==> config.mk <==
export PLATFORM = sky130hd
export DESIGN_NAME = cv32e40x_instr_aligner
export DESIGN_NICKNAME = d
export VERILOG_FILES = /design/src/rtl/cv32e40x_instr_aligner.sv
export SDC_FILE = /design/constraint.sdc
export NUM_CORES = 1
export LEC_CHECK = 0
export CAP_MARGIN = 20
export CORE_UTILIZATION = 50
export CTS_CLUSTER_DIAMETER = 50
export DETAILED_ROUTE_END_ITERATION = 16
export PLACE_DENSITY = 0.87
export SETUP_SLACK_MARGIN = 0.05
export SYNTH_ARGS = -nofsm -noshare
export SYNTH_HDL_FRONTEND = slang
export SYNTH_SLANG_ARGS = --single-unit
==> constraint.sdc <==
create_clock -name clk -period 7.5 [get_ports clk]
set_input_delay 1.5 -clock clk [delete_from_list [all_inputs] [get_ports clk]]
set_output_delay 1.5 -clock clk [all_outputs]
set_load 0.01 [all_outputs]
==> src/rtl/cv32e40x_instr_aligner.sv <==
// Instruction aligner: buffers fetched words, re-aligns 16/32-bit instructions across
// word boundaries, drops responses of flushed fetch streams and throttles new requests.
module cv32e40x_instr_aligner #(
  parameter int unsigned DEPTH = 3
) (
  input  logic        clk,
  input  logic        rst,
  input  logic        branch_i,
  input  logic [31:0] branch_addr_i,
  input  logic        trans_valid_i,
  input  logic        trans_ready_i,
  input  logic        resp_valid_i,
  input  logic [31:0] resp_rdata_i,
  input  logic        resp_err_i,
  output logic        req_allowed_o,
  output logic        instr_valid_o,
  input  logic        instr_ready_i,
  output logic [31:0] instr_rdata_o,
  output logic [31:0] instr_addr_o,
  output logic        instr_compressed_o,
  output logic        instr_err_o
);
  localparam int unsigned CW = $clog2(DEPTH + 1);
  localparam int unsigned AW = $clog2(DEPTH);

  typedef struct packed {
    logic [31:0] rdata;
    logic        err;
  } entry_t;

  entry_t        mem [DEPTH];
  logic [AW-1:0] head, head_nxt, tail;
  logic [AW:0]   tail_sum;
  logic [CW-1:0] cnt, out_cnt, drop_cnt;
  logic [CW:0]   occ;
  logic [31:0]   pc, rdata;
  logic [15:0]   half;
  entry_t        w0, w1;
  logic          valid, comp, err, fire, pop, push;

  // Ring buffer indices; DEPTH need not be a power of two
  always_comb begin
    head_nxt = (head == AW'(DEPTH - 1)) ? '0 : head + 1'b1;
    tail_sum = {1'b0, head} + (AW+1)'(cnt);
    tail     = (tail_sum >= (AW+1)'(DEPTH)) ? AW'(tail_sum - (AW+1)'(DEPTH)) : AW'(tail_sum);
    w0       = mem[head];
    w1       = mem[head_nxt];
  end

  always_comb begin
    half  = pc[1] ? w0.rdata[31:16] : w0.rdata[15:0];
    valid = 1'b0;
    comp  = 1'b0;
    err   = 1'b0;
    rdata = w0.rdata;
    if (w0.err) begin
      // Faulted head word: report at once, treated as a 4-byte slot
      valid = (cnt != '0);
      err   = 1'b1;
    end else if (half[1:0] != 2'b11) begin
      valid = (cnt != '0);
      comp  = 1'b1;
      rdata = {16'h0, half};
    end else if (!pc[1]) begin
      valid = (cnt != '0);
    end else begin
      valid = (cnt >= CW'(2));
      rdata = {w1.rdata[15:0], half};
      err   = w1.err;
    end
  end

  assign fire = valid && instr_ready_i;
  assign pop  = fire && (pc[1] || !comp);
  assign push = resp_valid_i && (drop_cnt == '0) && !branch_i;
  assign occ  = (CW+1)'(cnt) + (CW+1)'(out_cnt) - (CW+1)'(drop_cnt);

  assign req_allowed_o      = occ < (CW+1)'(DEPTH);
  assign instr_valid_o      = valid;
  assign instr_addr_o       = pc;
  assign instr_rdata_o      = valid ? rdata : '0;
  assign instr_compressed_o = valid & comp;
  assign instr_err_o        = valid & err;

  always_ff @(posedge clk) begin
    if (push) mem[tail] <= {resp_rdata_i, resp_err_i};
  end

  always_ff @(posedge clk) begin
    if (rst) begin
      cnt      <= '0;
      head     <= '0;
      pc       <= '0;
      out_cnt  <= '0;
      drop_cnt <= '0;
    end else begin
      case ({trans_valid_i && trans_ready_i, resp_valid_i})
        2'b10:   out_cnt <= out_cnt + 1'b1;
        2'b01:   out_cnt <= out_cnt - 1'b1;
        default: out_cnt <= out_cnt;
      endcase
      if (branch_i) begin
        cnt      <= '0;
        head     <= '0;
        pc       <= branch_addr_i;
        drop_cnt <= out_cnt - CW'(resp_valid_i);
      end else begin
        if (resp_valid_i && drop_cnt != '0) drop_cnt <= drop_cnt - 1'b1;
        if (fire) pc <= pc + (comp ? 32'd2 : 32'd4);
        if (pop) head <= head_nxt;
        case ({push, pop})
          2'b10:   cnt <= cnt + 1'b1;
          2'b01:   cnt <= cnt - 1'b1;
          default: cnt <= cnt;
        endcase
      end
    end
  end

  always @(posedge clk) begin
    if (!rst) begin
      assert (!(push && cnt == CW'(DEPTH) && !pop));
      assert (!(resp_valid_i && out_cnt == '0));
      assert (drop_cnt <= out_cnt);
    end
  end
endmodule

# ---- Word level (Yosys, flattened, before mapping)
# Memory sizes are Yosys's and may differ from the RTL's. A register that Yosys moved wholly into a read port is not among the register bits.
# Cells that the tools add are included.
dict set report totals {
  in_bits 72
  ram_bits 99
  rom_bits 0
  n_memories 1
  latchBits 0
  register_bits 40
  word_cells 72
}
dict set report classes {
  n_div 0
  n_reduce_logical 17
  n_addsub 12
  n_shift 0
  bitwise_logic 2
  n_mux 26
  multipliers 0
  magnitude_cmp 3
  eq_ne 6
}
# name words width rd rd_ports_with_merged_regs wr line_no
set memory_table {}
lappend memory_table {mem 3 33 2 1 1 31} ;# entry_t mem [DEPTH];
# op count
set ops {}
lappend ops {{two-way mux 32 bit} 6}
lappend ops {{adder 32 x 3 -> 32 bit} 1}
lappend ops {{two-way mux 16 bit} 1}
lappend ops {{two-way mux 2 bit} 6}
lappend ops {{nonzero test 2 bit} 6}
lappend ops {{two-way mux 1 bit} 10}
lappend ops {{case mux 2 bit (2 select lines)} 2}
lappend ops {{adder 2 x 1 -> 2 bit (second input constant)} 3}
lappend ops {{adder 2 x 2 -> 3 bit} 2}
lappend ops {{equality test 2 bit (second input constant)} 3}
lappend ops {{logical AND 1 bit} 6}
lappend ops {{subtractor 2 x 1 -> 2 bit (second input constant)} 3}
lappend ops {{equality test 2 x 1 -> 1 bit (second input constant)} 2}
lappend ops {{greater-or-equal comparator 3 x 2 -> 1 bit (second input constant)} 1}
lappend ops {{< comparator 3 x 2 -> 1 bit (second input constant)} 1}
lappend ops {{two-way mux 3 bit} 1}
lappend ops {{subtractor 3 x 2 -> 3 bit} 1}
lappend ops {{AND 1 bit} 2}
lappend ops {{greater-or-equal comparator 2 bit (second input constant)} 1}
lappend ops {{zero test 1 bit} 2}
lappend ops {{zero test 2 bit} 1}
lappend ops {{inequality test 2 bit (second input constant)} 1}
lappend ops {{OR reduction 2 bit} 1}
lappend ops {{subtractor 2 x 1 -> 2 bit} 1}
lappend ops {{other kinds (2)} 2}

# ---- Depth between registers and ports, before layout
# Gate-level depths: netlist of the first run.
dict set report logic_depth {
  depth_word 9
  mapped_depth 12
  mapped_depth_nobuf 11
}

# ---- Least setup slack after synthesis of the first run
# No wires, ideal clock.
dict set report synth_path {
  kind {input port to flip-flop}
  start {input branch_i}
  end {memory mem[2][0] (netlist bit), enable pin}
  setup_slack_ps 2767
  arrival_time_ps 4268
  cell_stages 4
  path_buffers 1
  cell_sequence {clkbuf_1 inv_2 nand3_1 nor3_1}
}
dict set report synth_between {
  elab_chain_cells 4
}
# element line_no
set synth_lines {}
lappend synth_lines {{start, declared} 8} ;# input logic branch_i,
lappend synth_lines {{zero test 1 bit} 75} ;# assign push = resp_valid_i && (drop_cnt == '0) && !branch_i;
lappend synth_lines {{logical AND 1 bit} 75}
lappend synth_lines {{two-way mux 1 bit} 86} ;# if (push) mem[tail] <= {resp_rdata_i, resp_err_i};
lappend synth_lines {{two-way mux 1 bit (implied by the code)} 86}
lappend synth_lines {{end, declared} 31}
# Every way passes these cells.

==> results of run 1 <==
-- cell families (layout without fill, tap and decap cells) --
kind of cell / count (synthesis) / in the layout / share of synthesized area
AND/OR/NAND/NOR: 236 / 236 / 0.146
multiplexers: 54 / 54 / 0.0773
flip-flops: 141 / 141 / 0.539
XOR/XNOR: 22 / 22 / 0.0272
adder cells (fa/ha/maj): 13 / 13 / 0.0272
buffers and inverters: 67 / 204 / 0.0371
AO/OA/AOI/OAI: 163 / 163 / 0.146
-- flip-flops by register name (all words and copies together) (netlist names), named ones only --
register and cells:
cnt 2, drop_cnt 2, head 2, instr_addr_o 32, mem 99, out_cnt 2
-- metal layers --
metal / track usage / routed length, um / share of wire
met5: 0 / 0 / 0
met3: 0.0587 / 1510 / 0.084
met1: 0.314 / 7320 / 0.41
met2: 0.426 / 8760 / 0.49
met4: 0.119 / 425 / 0.024
-- area by class of cell --
cell class	instances	area, um^2	area share
inverter	24	90.1	0.00977
multi-input combinational	488	3010	0.327
timing repair buffer	148	1480	0.160
sequential	141	3820	0.414
clock buffer	17	425	0.0461
clock inverter	15	171	0.0186
tap	180	225	0.0244
-- power by group --
part           internal [W]  switching [W]
sequential         0.000861      0.0000250
combinational      0.000115       0.000110
clock              0.000500       0.000356
total               0.00148       0.000491
-- tightest hold or removal path: stages, from the launching register on --
cell     delay, ns
dfxtp_1       0.33
mux2i_1       0.06
nor2_1        0.07
-- cells in the mapped netlist, drive strengths merged (2+ instances only) --
cell type | number | share of area
a211oi | 12 | 0.013
nand3 | 12 | 0.0085
o21ai | 48 | 0.034
o311a | 7 | 0.0099
mux2i | 52 | 0.074
inv | 24 | 0.013
or3 | 11 | 0.0097
a2111oi | 2 | 0.0051
mux2 | 2 | 0.0037
dfxtp | 42 | 0.12
xor2 | 6 | 0.0074
o211ai | 3 | 0.0032
ha | 9 | 0.016
fa | 4 | 0.011
a21oi | 59 | 0.042
nor2 | 117 | 0.062
clkbuf | 34 | 0.018
nor4 | 8 | 0.0080
a311oi | 7 | 0.0087
a31oi | 2 | 0.0018
and3 | 3 | 0.0027
nand2 | 55 | 0.029
o21a | 11 | 0.013
nand4 | 6 | 0.0062
edfxtp | 99 | 0.42
nor3 | 12 | 0.0085
buf | 9 | 0.0064
o211a | 2 | 0.0028
xnor2 | 16 | 0.020
nand2b | 10 | 0.0088
o31a | 3 | 0.0037
-- metrics by stage --
| stage | setup WS [ns] | hold slack (ns) | power (W) |
|---|---|---|---|
| floorplan | 2.77 | 0.483 | 0.00101 |
| global placement | 1.94 | 0.480 | 0.00111 |
| detailed placement | 1.75 | 0.486 | 0.00112 |
| CTS | 1.26 | 0.502 | 0.00197 |
| global route | 0.913 | 0.540 | 0.00203 |
| finish | 1.25 | 0.498 | 0.00197 |
-- how the worst max path moves through the flow --
stage	from	end	slack, ns	depth (start not counted)
CTS	flip-flop	instr_rdata_o[16]	1.26	9
global route	flip-flop	instr_rdata_o[22]	0.91	9
finish	flip-flop	instr_rdata_o[16]	1.25	9
floorplan	branch_i	mem[2][0]	2.77	4
detailed placement	flip-flop	instr_rdata_o[16]	1.75	9
global placement	flip-flop	instr_err_o	1.94	9
==> run metrics, run 1 <==
status=finished clean; Reg-to-Reg End=instr_addr_o[13]; most frequent cells in the layout=clkdlybuf4s50_1 (139), nor2_1 (115), edfxtp_1 (99), a21oi_1 (58), nand2_1 (55); largest net degree at the start of global routing=70; Netlist cell types=51; Hold Crit Class=reg2reg; most common cell after layout, fill and taps aside=clkdlybuf4s50_1; Final Hold Viols=0; hpwl dp=11800 um; WL final=18000 um; net count reported at finish=905; clk buf depth=2; LEAKAGE=3.07 nW; Rows=43; final setup violation count=0; fill count=1020; critical path arrival=4.75 ns; CP Max Fanout=34; WS Path Type=reg2out; Clock Pin Slew Worst Setup and Hold Paths=0.06 ns; total gr overflow=0; CTS tree=done; H-Tree Depth=4; Iter 0 DRT Violations=597; yosys warns=0; post-CTS resize count=0; total CTS buffers=17; Die Span Y=~120 um; vias in the first global route=5598; Finished Layout Cells=1013; port bufs=139; Worst path max stage delay=0.83 ns; gr usage total=0.256; Yosys reg bits=141; hold path depth=2; placed cell count=980; Worst Setup End Kind=primary output; Post-DRT Antenna Nets=0; Setup TNS Final=0 ns; R2R setup slack=3.41 ns; via count=5837; Net Count, Synth=around 780; antenna cells=0; Root Driver=clkbuf_16; Slowest cell on crit path=o211a_1; Worst Path Required=around 6.0 ns; overall die width=121 um; CP Buf/Inv Count=3; global-route wire length before repair=about 28000 um; Setup crit start kind=flip-flop; Syn Area/Cell=approximately 10 um^2; Worst Max-Slew Pin Slew=between 1 and 1.5 ns; Max-cap violations=0; WHS Endpoint=instr_addr_o[0]; GPL Wtd Cong=0.859; maximum vdd drop=203 uV; DRT Pass-1 Iters=5; dominant synthesized flop cell=edfxtp_1; Pwr Density=213 nW/um^2; I/O Pins=140; clock tree sinks=141; Syn Inst Count=696; worst-path cell chain=buf_4 > mux2i_1 > o211a_1 > nand3_1 > a21oi_2 > inv_1 > nand2_1 > nor2_1 > clkdlybuf4s50_1; DR WL/cell=17.8 um; design area=9220 um^2; share of layout cells above drive strength 1=0.0648; initial antenna violation count=0; CTS Hold Bufs=0; Seq/Total Area, Yosys=0.539; Period minus WS final=6.25 ns; die area=14600 um^2; final core occ=0.667; Clock Latency Late Sink=0.43 ns; DRC viols=0; EDFF count, synth=99; Max Clock Freq=160 MHz; core area=13800 um^2; Area Overhead vs Synth=30.3%; placed instance area=approximately 8600 um^2; ys async rst share=0; period utilization=0.834; Initial Util=0.512; mapped cell area=7070 um^2; vias per cell=5.76; setup bufs post-CTS=0; Final Skew=0.00761 ns; crit-path leading delay family=compound AO/OA/AOI/OAI gates; FF-to-FF path depth=8; Slew headroom=0.319; Hold Path Origin=instr_addr_o[0]; RSZ-0062 raised after global routing=false; Final Slew Violations=0
Note: power is estimated with default switching activity, not from simulation.
==> inputs of run 2 (changes only) <==
==> constraint.sdc (replaced) <==
create_clock -name clk -period 5.8 [get_ports clk]
set_input_delay 1.16 -clock clk [delete_from_list [all_inputs] [get_ports clk]]
set_output_delay 1.16 -clock clk [all_outputs]
set_load 0.01 [all_outputs]
==> run 2 against run 1 <==
Compared with the run above: clock skew rose by 0.00079 ns; global-route usage rose by 0.14 points; clock power up 29%; setup slack worse by 0.65 ns; via count is 0.63% higher; design area up 0.12%; core utilization rose by 0.082 points; power increased by 29%.
==> run metrics, run 2 (synthesized netlist as in run 1, its figures left out) <==
CTS Hold Bufs=0; Slew headroom=0.290; Hold Crit Class=reg2reg; Worst path max stage delay=roughly 0.71 ns; Iter 0 DRT Violations=611; WS Path Type=reg2out; DRT Pass-1 Iters=6; Net Sw Frac=0.247; initial antenna violation count=0; die area=14600 um^2; Max Clock Freq=~190 MHz; clk buf depth=2; worst-path cell chain=buf_4 > o211a_1 > nand3_1 > a21oi_2 > inv_1 > nand2_1 > nor2_1 > clkdlybuf4s50_1; Period minus WS final=5.20 ns; Final Skew=0.00840 ns; GPL Wtd Cong=0.811; register share of total power=0.451; global-route wire length before repair=roughly 28000 um; H-Tree Depth=4; crit-path leading delay family=buffers and inverters; gr usage total=0.257; Pwr Density=approximately 270 nW/um^2; Die Span Y=121 um; antenna cells=0; share of layout cells above drive strength 1=0.0671; critical path arrival=4.04 ns; CP Buf/Inv Count=3; overall die width=121 um; most common cell after layout, fill and taps aside=clkdlybuf4s50_1; total gr overflow=0; port bufs=between 100 and 150; LEAKAGE=roughly 3 nW; Root Driver=clkbuf_16; Setup TNS Final=0 ns; Clock Pin Slew Worst Setup and Hold Paths=0.06 ns; Worst Path Required=4.64 ns; status=finished clean; post-CTS resize count=0; Final Hold Viols=0; via count=around 6000; final setup violation count=0; core area=between 10000 and 15000 um^2; hpwl dp=about 12000 um; Final Slew Violations=0; Post-DRT Antenna Nets=0; Largest register FFs=99; CP Max Fanout=41; largest net degree at the start of global routing=46; clock group share of total power=0.434; total CTS buffers=17; design area=between 9000 and 10000 um^2; WL final=18100 um; Setup crit start kind=flip-flop; fill count=1030; Rows=43; vias per cell=5.79; period utilization=0.897; Int Pwr=about 0.0019 W; clock tree sinks=between 100 and 150; Sw Pwr=0.000627 W; Largest Register=mem; CTS tree=done; Comb power frac=0.114; Hold Path Origin=instr_addr_o[0]; vias in the first global route=5591; setup bufs post-CTS=0; placed instance area=8600 um^2; Max-cap violations=0; DR WL/cell=17.9 um; Slowest cell on crit path=a21oi_2; RSZ-0062 raised after global routing=false; Area Overhead vs Synth=30.5%; Worst Setup End Kind=primary output; net count reported at finish=906; DRC viols=0; I/O Pins=140; Clock Latency Late Sink=between 0.4 and 0.5 ns; maximum vdd drop=249 uV; Initial Util=0.512; Worst Max-Slew Pin Slew=1.06 ns; most frequent cells in the layout=clkdlybuf4s50_1 (139), nor2_1 (115), edfxtp_1 (99), a21oi_1 (58), nand2_1 (55)
[run 2: changes by cell type in the layout (fill, tap and decap cells not counted)]
| cell | change |
|---|---|
| buf_4 | +1 |
| inv_8 | +1 |
| clkinv_1 | -1 |
| clkinv_2 | +1 |
| inv_6 | -1 |
[run 2: power groups by stage]
| stage | Sequential, W | Combinational (W) | Clock (W) |
|---|---|---|---|
| finish | 0.00115 | 0.000290 | 0.00110 |
| global placement | 0.00116 | 0.000277 | 0 |
| floorplan | 0.00117 | 0.000137 | 0 |
| detailed placement | 0.00117 | 0.000283 | 0 |
| global route | 0.00115 | 0.000317 | 0.00116 |
| CTS | 0.00115 | 0.000287 | 0.00111 |
[run 2: final timing paths]
check        depth (start not counted)  slack (ns)           endpoint
max reg2reg                         11        1.83   instr_addr_o[30]
min reg2reg                          2        0.50    instr_addr_o[0]
max                                  8        0.60  instr_rdata_o[20]
min                                  2        0.50    instr_addr_o[0]
[run 2: tightest hold or removal path, stage by stage (launching register included)]
cell and delay (ns):
dfxtp_1 0.33, mux2i_1 0.06, nor2_1 0.07
[run 2: stage by stage]
step                total power (W)  utilization  hold WS, ns  setup slack (ns)  std cells
global placement            0.00144        0.622        0.480              1.29        981
finish                      0.00254        0.668        0.497             0.596       1014
detailed placement          0.00145        0.622        0.486              1.16        981
global route                0.00263        0.668        0.536             0.288       1014
CTS                         0.00255        0.666        0.501             0.641       1013
floorplan                   0.00130            -        0.483              1.41        696
[run 2: metal layers]
metal	GRT usage	routed length [um]
met1	0.328	7410
met2	0.415	8740
met3	0.0667	1590
met4	0.107	371
met5	0	0
[run 2: cell type report]
| type | instances | area, um^2 | share of cell area |
|---|---|---|---|
| Sequential cell | 141 | 3820 | 0.413 |
| Multi-Input combinational cell | 488 | 3010 | 0.326 |
| Timing Repair Buffer | 149 | 1490 | 0.161 |
| Clock buffer | 17 | 425 | 0.0461 |
| Tap cell | 180 | 225 | 0.0244 |
| Clock inverter | 15 | 175 | 0.0190 |
| Inverter | 24 | 90.1 | 0.00976 |
